===== src/rtl/microwave_ctrl_if.sv =====
// Signal bundle between the front-panel sequencer, the debounced
// panel inputs and the countdown timer.
interface microwave_ctrl_if;
    logic [3:0] digit;
    logic       digit_valid;
    logic       start;
    logic       stop;
    logic       door_closed;
    logic       timer_zero;
    logic [3:0] timer_data;
    logic       timer_loadn;
    logic       timer_clrn;
    logic       timer_en;
    logic       mag_on;
    logic       beep;
    logic [2:0] state;

    modport slave (
        input  digit, digit_valid, start, stop, door_closed, timer_zero,
        output timer_data, timer_loadn, timer_clrn, timer_en,
        output mag_on, beep, state
    );

    modport master (
        output digit, digit_valid, start, stop, door_closed, timer_zero,
        input  timer_data, timer_loadn, timer_clrn, timer_en,
        input  mag_on, beep, state
    );
endinterface


===== src/rtl/microwave_ctrl.sv =====
// Microwave front-panel sequencer: keypad entry, cook/pause/abort control,
// 1 Hz prescaler for the countdown timer, magnetron and end-of-cook beep.
module microwave_ctrl #(
    parameter int TICK_DIV    = 100,
    parameter int BEEP_CYCLES = 300
) (
    input logic             clock,
    input logic             clrn,
    microwave_ctrl_if.slave bus
);
    localparam int PW = $clog2(TICK_DIV);
    localparam int BW = $clog2(BEEP_CYCLES + 1);
    localparam logic [PW-1:0] LAST = PW'(TICK_DIV - 1);
    localparam logic [BW-1:0] BLEN = BW'(BEEP_CYCLES - 1);

    typedef enum logic [2:0] {
        IDLE  = 3'd0,
        ENTRY = 3'd1,
        COOK  = 3'd2,
        PAUSE = 3'd3,
        DONE  = 3'd4
    } state_t;

    state_t        r_state;
    logic [1:0]    r_cnt;
    logic [PW-1:0] r_pre;
    logic [BW-1:0] r_bcnt;
    logic [3:0]    r_data;
    logic          r_loadn;
    logic          r_tclrn;
    logic          r_en;
    logic          r_mag;
    logic          r_beep;
    logic          w_dig_ok;
    logic          w_start_ok;

    assign w_dig_ok = bus.digit_valid && (bus.digit <= 4'd9)
                   && !bus.start && !bus.stop;
    // a load issued last cycle has not yet reached timer_zero
    assign w_start_ok = bus.door_closed && !bus.timer_zero && r_loadn;

    always_ff @(posedge clock or negedge clrn) begin
        if (!clrn) begin
            r_state <= IDLE;
            r_cnt   <= 2'd0;
            r_pre   <= '0;
            r_bcnt  <= '0;
            r_data  <= 4'd0;
            r_loadn <= 1'b1;
            r_tclrn <= 1'b0;
            r_en    <= 1'b0;
            r_mag   <= 1'b0;
            r_beep  <= 1'b0;
        end else begin
            r_loadn <= 1'b1;
            r_tclrn <= 1'b1;
            r_en    <= 1'b0;
            unique case (r_state)
                IDLE: begin
                    if (w_dig_ok) begin
                        r_data  <= bus.digit;
                        r_loadn <= 1'b0;
                        r_cnt   <= 2'd1;
                        r_state <= ENTRY;
                    end
                end
                ENTRY: begin
                    if (bus.stop) begin
                        r_tclrn <= 1'b0;
                        r_cnt   <= 2'd0;
                        r_state <= IDLE;
                    end else if (bus.start) begin
                        if (w_start_ok) begin
                            r_pre   <= '0;
                            r_mag   <= 1'b1;
                            r_state <= COOK;
                        end
                    end else if (w_dig_ok && r_cnt != 2'd3) begin
                        r_data  <= bus.digit;
                        r_loadn <= 1'b0;
                        r_cnt   <= r_cnt + 2'd1;
                    end
                end
                COOK: begin
                    if (bus.timer_zero) begin
                        r_mag   <= 1'b0;
                        r_beep  <= 1'b1;
                        r_bcnt  <= BLEN;
                        r_state <= DONE;
                    end else if (!bus.door_closed || bus.stop) begin
                        // a completed second stays owed across the pause
                        if (r_pre != LAST)
                            r_pre <= r_pre + 1'b1;
                        r_mag   <= 1'b0;
                        r_state <= PAUSE;
                    end else if (r_pre == LAST) begin
                        r_pre <= '0;
                        r_en  <= 1'b1;
                    end else begin
                        r_pre <= r_pre + 1'b1;
                    end
                end
                PAUSE: begin
                    if (bus.stop) begin
                        r_tclrn <= 1'b0;
                        r_cnt   <= 2'd0;
                        r_state <= IDLE;
                    end else if (bus.start && bus.door_closed) begin
                        r_mag   <= 1'b1;
                        r_state <= COOK;
                    end
                end
                DONE: begin
                    if (bus.stop || r_bcnt == '0) begin
                        r_beep  <= 1'b0;
                        r_tclrn <= 1'b0;
                        r_cnt   <= 2'd0;
                        r_state <= IDLE;
                    end else begin
                        r_bcnt <= r_bcnt - 1'b1;
                    end
                end
                default: r_state <= IDLE;
            endcase
        end
    end

    assign bus.timer_data  = r_data;
    assign bus.timer_loadn = r_loadn;
    assign bus.timer_clrn  = r_tclrn;
    assign bus.timer_en    = r_en;
    assign bus.mag_on      = r_mag;
    assign bus.beep        = r_beep;
    assign bus.state       = r_state;
endmodule


===== src/flat_wrapper.sv =====
// flat-port wrapper written by rule: the top's interface ports become plain ports
module microwave_ctrl_flat 
#(
    parameter int TICK_DIV    = 100,
    parameter int BEEP_CYCLES = 300
)
  (clock, clrn, bus_digit, bus_digit_valid, bus_start, bus_stop, bus_door_closed, bus_timer_zero, bus_timer_data, bus_timer_loadn, bus_timer_clrn, bus_timer_en, bus_mag_on, bus_beep, bus_state);
  microwave_ctrl_if bus_i ();
  input logic clock;
  input logic clrn;
  input wire logic [$bits(bus_i.digit)-1:0] bus_digit;
  input wire logic [$bits(bus_i.digit_valid)-1:0] bus_digit_valid;
  input wire logic [$bits(bus_i.start)-1:0] bus_start;
  input wire logic [$bits(bus_i.stop)-1:0] bus_stop;
  input wire logic [$bits(bus_i.door_closed)-1:0] bus_door_closed;
  input wire logic [$bits(bus_i.timer_zero)-1:0] bus_timer_zero;
  output wire logic [$bits(bus_i.timer_data)-1:0] bus_timer_data;
  output wire logic [$bits(bus_i.timer_loadn)-1:0] bus_timer_loadn;
  output wire logic [$bits(bus_i.timer_clrn)-1:0] bus_timer_clrn;
  output wire logic [$bits(bus_i.timer_en)-1:0] bus_timer_en;
  output wire logic [$bits(bus_i.mag_on)-1:0] bus_mag_on;
  output wire logic [$bits(bus_i.beep)-1:0] bus_beep;
  output wire logic [$bits(bus_i.state)-1:0] bus_state;
  assign bus_i.digit = bus_digit;
  assign bus_i.digit_valid = bus_digit_valid;
  assign bus_i.start = bus_start;
  assign bus_i.stop = bus_stop;
  assign bus_i.door_closed = bus_door_closed;
  assign bus_i.timer_zero = bus_timer_zero;
  assign bus_timer_data = bus_i.timer_data;
  assign bus_timer_loadn = bus_i.timer_loadn;
  assign bus_timer_clrn = bus_i.timer_clrn;
  assign bus_timer_en = bus_i.timer_en;
  assign bus_mag_on = bus_i.mag_on;
  assign bus_beep = bus_i.beep;
  assign bus_state = bus_i.state;
  microwave_ctrl #(.TICK_DIV(TICK_DIV), .BEEP_CYCLES(BEEP_CYCLES)) u_core (.clock(clock), .clrn(clrn), .bus(bus_i));
endmodule

===== config.mk =====
export PLATFORM = sky130hd
export DESIGN_NAME = microwave_ctrl_flat
export DESIGN_NICKNAME = d
export VERILOG_FILES = /design/src/rtl/microwave_ctrl_if.sv /design/src/rtl/microwave_ctrl.sv /design/src/flat_wrapper.sv
export SDC_FILE = /design/constraint.sdc
export NUM_CORES = 1
export LEC_CHECK = 0
export ABC_AREA = 1
export CAP_MARGIN = 20
export CORE_MARGIN = 5
export CORE_UTILIZATION = 25
export CTS_CLUSTER_SIZE = 10
export DETAILED_ROUTE_END_ITERATION = 6
export PLACE_DENSITY_LB_ADDON = 0.2
export SETUP_SLACK_MARGIN = 0.3
export SKIP_LAST_GASP = 1
export SLEW_MARGIN = 0
export SYNTH_ARGS = -nofsm -noshare
export SYNTH_HDL_FRONTEND = slang
export SYNTH_SLANG_ARGS = --single-unit

===== constraint.sdc =====
create_clock -name clock -period 2.7 [get_ports clock]
set_clock_uncertainty 0.05 [all_clocks]
set_input_delay 0.54 -clock clock [delete_from_list [all_inputs] [get_ports clock]]
set_output_delay 0.54 -clock clock [all_outputs]
set_load 0.1 [all_outputs]

==> summary.md <==
| Metric | Value |
|---|---|
| Final ANT Viol Nets | `0` |
| Global-route wire length before repair | `7.87 mm` |
| PortBufs | `22` |
| Vias in the first global route | `1592` |
| Placed insts | `383` |
| Remaining global-route overflow | `0` |
| Setup WS pre-CTS | `0.389 ns` |
| Final wirelength | `4.38 mm` |
| Cell Area, Synth | `1910 sq um` |
| Slew @ Worst Pin | `0.450 ns` |
| Die Area | `9470 sq um` |
| CTS Sinks | `30` |
| Max Fanout on Critical Path | `7` |
| P_sw | `1.43 mW` |
| Slew headroom | `0.700` |
| Nets | `306` |
| Comb pwr share | `0.573` |
| Setup TNS | `0 ns` |
| CP Cell Sequence | `clkdlybuf4s50_1 -> inv_1 -> nand2_1 -> nor2_1 -> nand2_1 -> nand3_1 -> nand2_1 -> inv_2 -> nand2_1 -> nand2_1 -> nand2_1` |
| CTS tree | `built` |
| Post-layout power | `2.62 mW` |
| CP bufs+invs | `3` |
| Clock share of power | `0.148` |
| Sequential share of the synthesized area | `0.395` |
| Worst EP required | `2.83 ns` |
| WHS | `0.441 ns` |
| Worst skew pair latency | `0.28 ns` |
| Endpoints failing hold | `0` |
| Post-CTS Setup Inserts | `0` |
| Clock root cell | `clkbuf_8` |
| Kind of cell adding the most delay to the critical path | `buffers and inverters` |
| Register bit total from synthesis | `30` |
| Non-Filler Instances | `391` |
| Internal power | `1.19 mW` |
| Crit. End Element | `flip-flop` |
| Flop pwr share | `0.279` |
| Initial Utilization | `0.260` |
| RSZ-0062 raised after global routing | `no` |
| Utilization after layout | `0.314` |
| Status | `completed` |
| Area Growth Syn to Fin | `20.9%` |
| Drt wl/cell | `11.2 um` |
| Final Max Tran Viols | `0` |
| Max incr delay on CP | `0.52 ns` |
| Largest net degree at the start of global routing | `31` |
| H-tree depth | `2` |
| Crit path DAT | `2.14 ns` |
| Total number of vias | `1705` |
| Slowest CP cell | `clkdlybuf4s50_1` |
| DRT iter0 DRCs | `80` |
| RePlAce Congestion | `0.782` |
| CTS Buffer Depth | `2` |
| GRT Resource Usage Total | `0.101` |
| Achievable Freq | `0.497 GHz` |
| Io pins | `23` |
| Worst hold path type | `reg -> reg` |
| CORE AREA | `7330 sq um` |
| Initial antenna violation count | `0` |
| Dpl hpwl | `3.33 mm` |
| R2r setup slk | `0.87 ns` |
| Synthesized area per cell | `7.27 sq um` |
| Leakage | `1.16 nW` |
| Post-route DRC | `0` |
| Reg clk slew, reported paths | `0.07 ns` |
| Cell area after layout | `2300 sq um` |
| Commonest non-fill, non-tap cells in the layout | `nand2_1 (80), inv_1 (38), dfrtp_1 (29)` |
| YS warnings | `0` |
| Die height | `97.3 um` |
| Cell mode on critical path | `nand2_1` |
| CTS Buf Count | `5` |
| Post-CTS Hold Fix Bufs | `0` |
| Critical path class | `in -> reg` |
| Cell Rows | `31` |
| Period utilization | `0.746` |
| Post-synth cell types | `27` |
| Mapped Nets | `277` |
| Number of setup violations in the final report | `0` |
| Commonest non-fill, non-tap cell in the layout | `nand2_1` |
| Layout cells sized above 1 | `0.140` |
| Max IR drop VDD | `0.525 mV` |
| Cells after Synth | `262` |
| Final critical-path required period | `2.01 ns` |
| Worst setup margin | `0.687 ns` |
| Switching part of the total | `0.546` |
| Max cap viols | `0` |
| Startpoint Class | `input port` |
| PwrDens | `1140 nW/um^2` |
| Die span in x | `97.3 um` |
| Initial DRT Pass Iterations | `4` |
| Ant. Diodes | `0` |
| Placed Instance Area | `2210 sq um` |
| CTS-repair resized insts | `0` |
| DR vias/cell | `4.36` |
==> cells by family after synthesis <==
logic type,share of synthesized area
XOR/XNOR,0.0276
AND/OR/NAND/NOR,0.369
buffers and inverters,0.0998
AO/OA/AOI/OAI,0.0827
flip-flops,0.395
adder cells (fa/ha/maj),0.0263
==> synth_stat cells, drive strengths merged <==
cell / n / share of area
nor2: 25 / 0.058
buf: 3 / 0.018
dfstp: 1 / 0.014
a21oi: 6 / 0.016
xor2: 5 / 0.023
dfrtp: 29 / 0.38
or2: 1 / 0.0033
o21ai: 24 / 0.063
xnor2: 1 / 0.0046
inv: 41 / 0.082
nand4: 9 / 0.037
nand3: 27 / 0.089
nand2: 82 / 0.17
o31ai: 1 / 0.0039
nor3: 3 / 0.014
ha: 4 / 0.026
==> worst paths after layout <==
| check | start | to | depth (start not counted) |
|---|---|---|---|
| max in group asynchronous | clrn | u_core.bus.timer_loadn | 2 |
| worst max-delay path | bus_stop | u_core.bus.state[1] | 11 |
| worst min register to register | u_core.bus.timer_data[3] | u_core.bus.timer_data[3] | 2 |
| worst min-delay path | u_core.bus.timer_data[3] | u_core.bus.timer_data[3] | 2 |
| min in group asynchronous | clrn | u_core.r_bcnt[1] | 2 |
| worst max register to register | u_core.r_pre[0] | u_core.r_pre[2] | 9 |
==> registers in the layout, indices dropped and copies added, names as in the netlist <==
signal and count:
u_core.bus.state 3, u_core.bus.timer_data 4, u_core.bus.beep 1, u_core.bus.mag_on 1, u_core.bus.timer_en 1, u_core.bus.timer_clrn 1
u_core.bus.timer_loadn 1, u_core.r_pre 7, u_core.r_cnt 2, u_core.r_bcnt 9
==> tightest hold or removal path: stages, from the launching register on <==
cell     delay [ns]
dfrtp_1        0.35
nand2_1        0.05
o21ai_0        0.06
==> power groups by stage <==
stage / sequential, mW / clock [mW] / combinational (mW)
after floorplan: 1.23 / 0 / 0.716
after global placement: 0.745 / 0 / 1.51
after detailed placement: 0.741 / 0 / 1.51
after CTS: 0.732 / 0.402 / 1.52
after global routing: 0.758 / 0.425 / 1.67
final: 0.732 / 0.386 / 1.50
==> routing by layer <==
| metal | GRT usage | routed length (um) | up-vias |
|---|---|---|---|
| met1 | 0.140 | 2300 | 769 |
| li1 | - | - | 900 |
| met5 | 0 | 0 | - |
| met3 | 0.0287 | 129 | 8 |
| met2 | 0.148 | 1840 | 28 |
| met4 | 0.0426 | 107 | 0 |
==> layout make-up <==
class / instances / area, sq um
clock buffers: 6 / 82.6
clock inverters: 2 / 12.5
inverters: 41 / 156
flip-flops and latches: 30 / 752
fillers: 779 / 5030
well taps: 99 / 124
repair buffers: 25 / 213
multi-input cells: 188 / 963
Note: power is estimated with default switching activity, not from simulation.
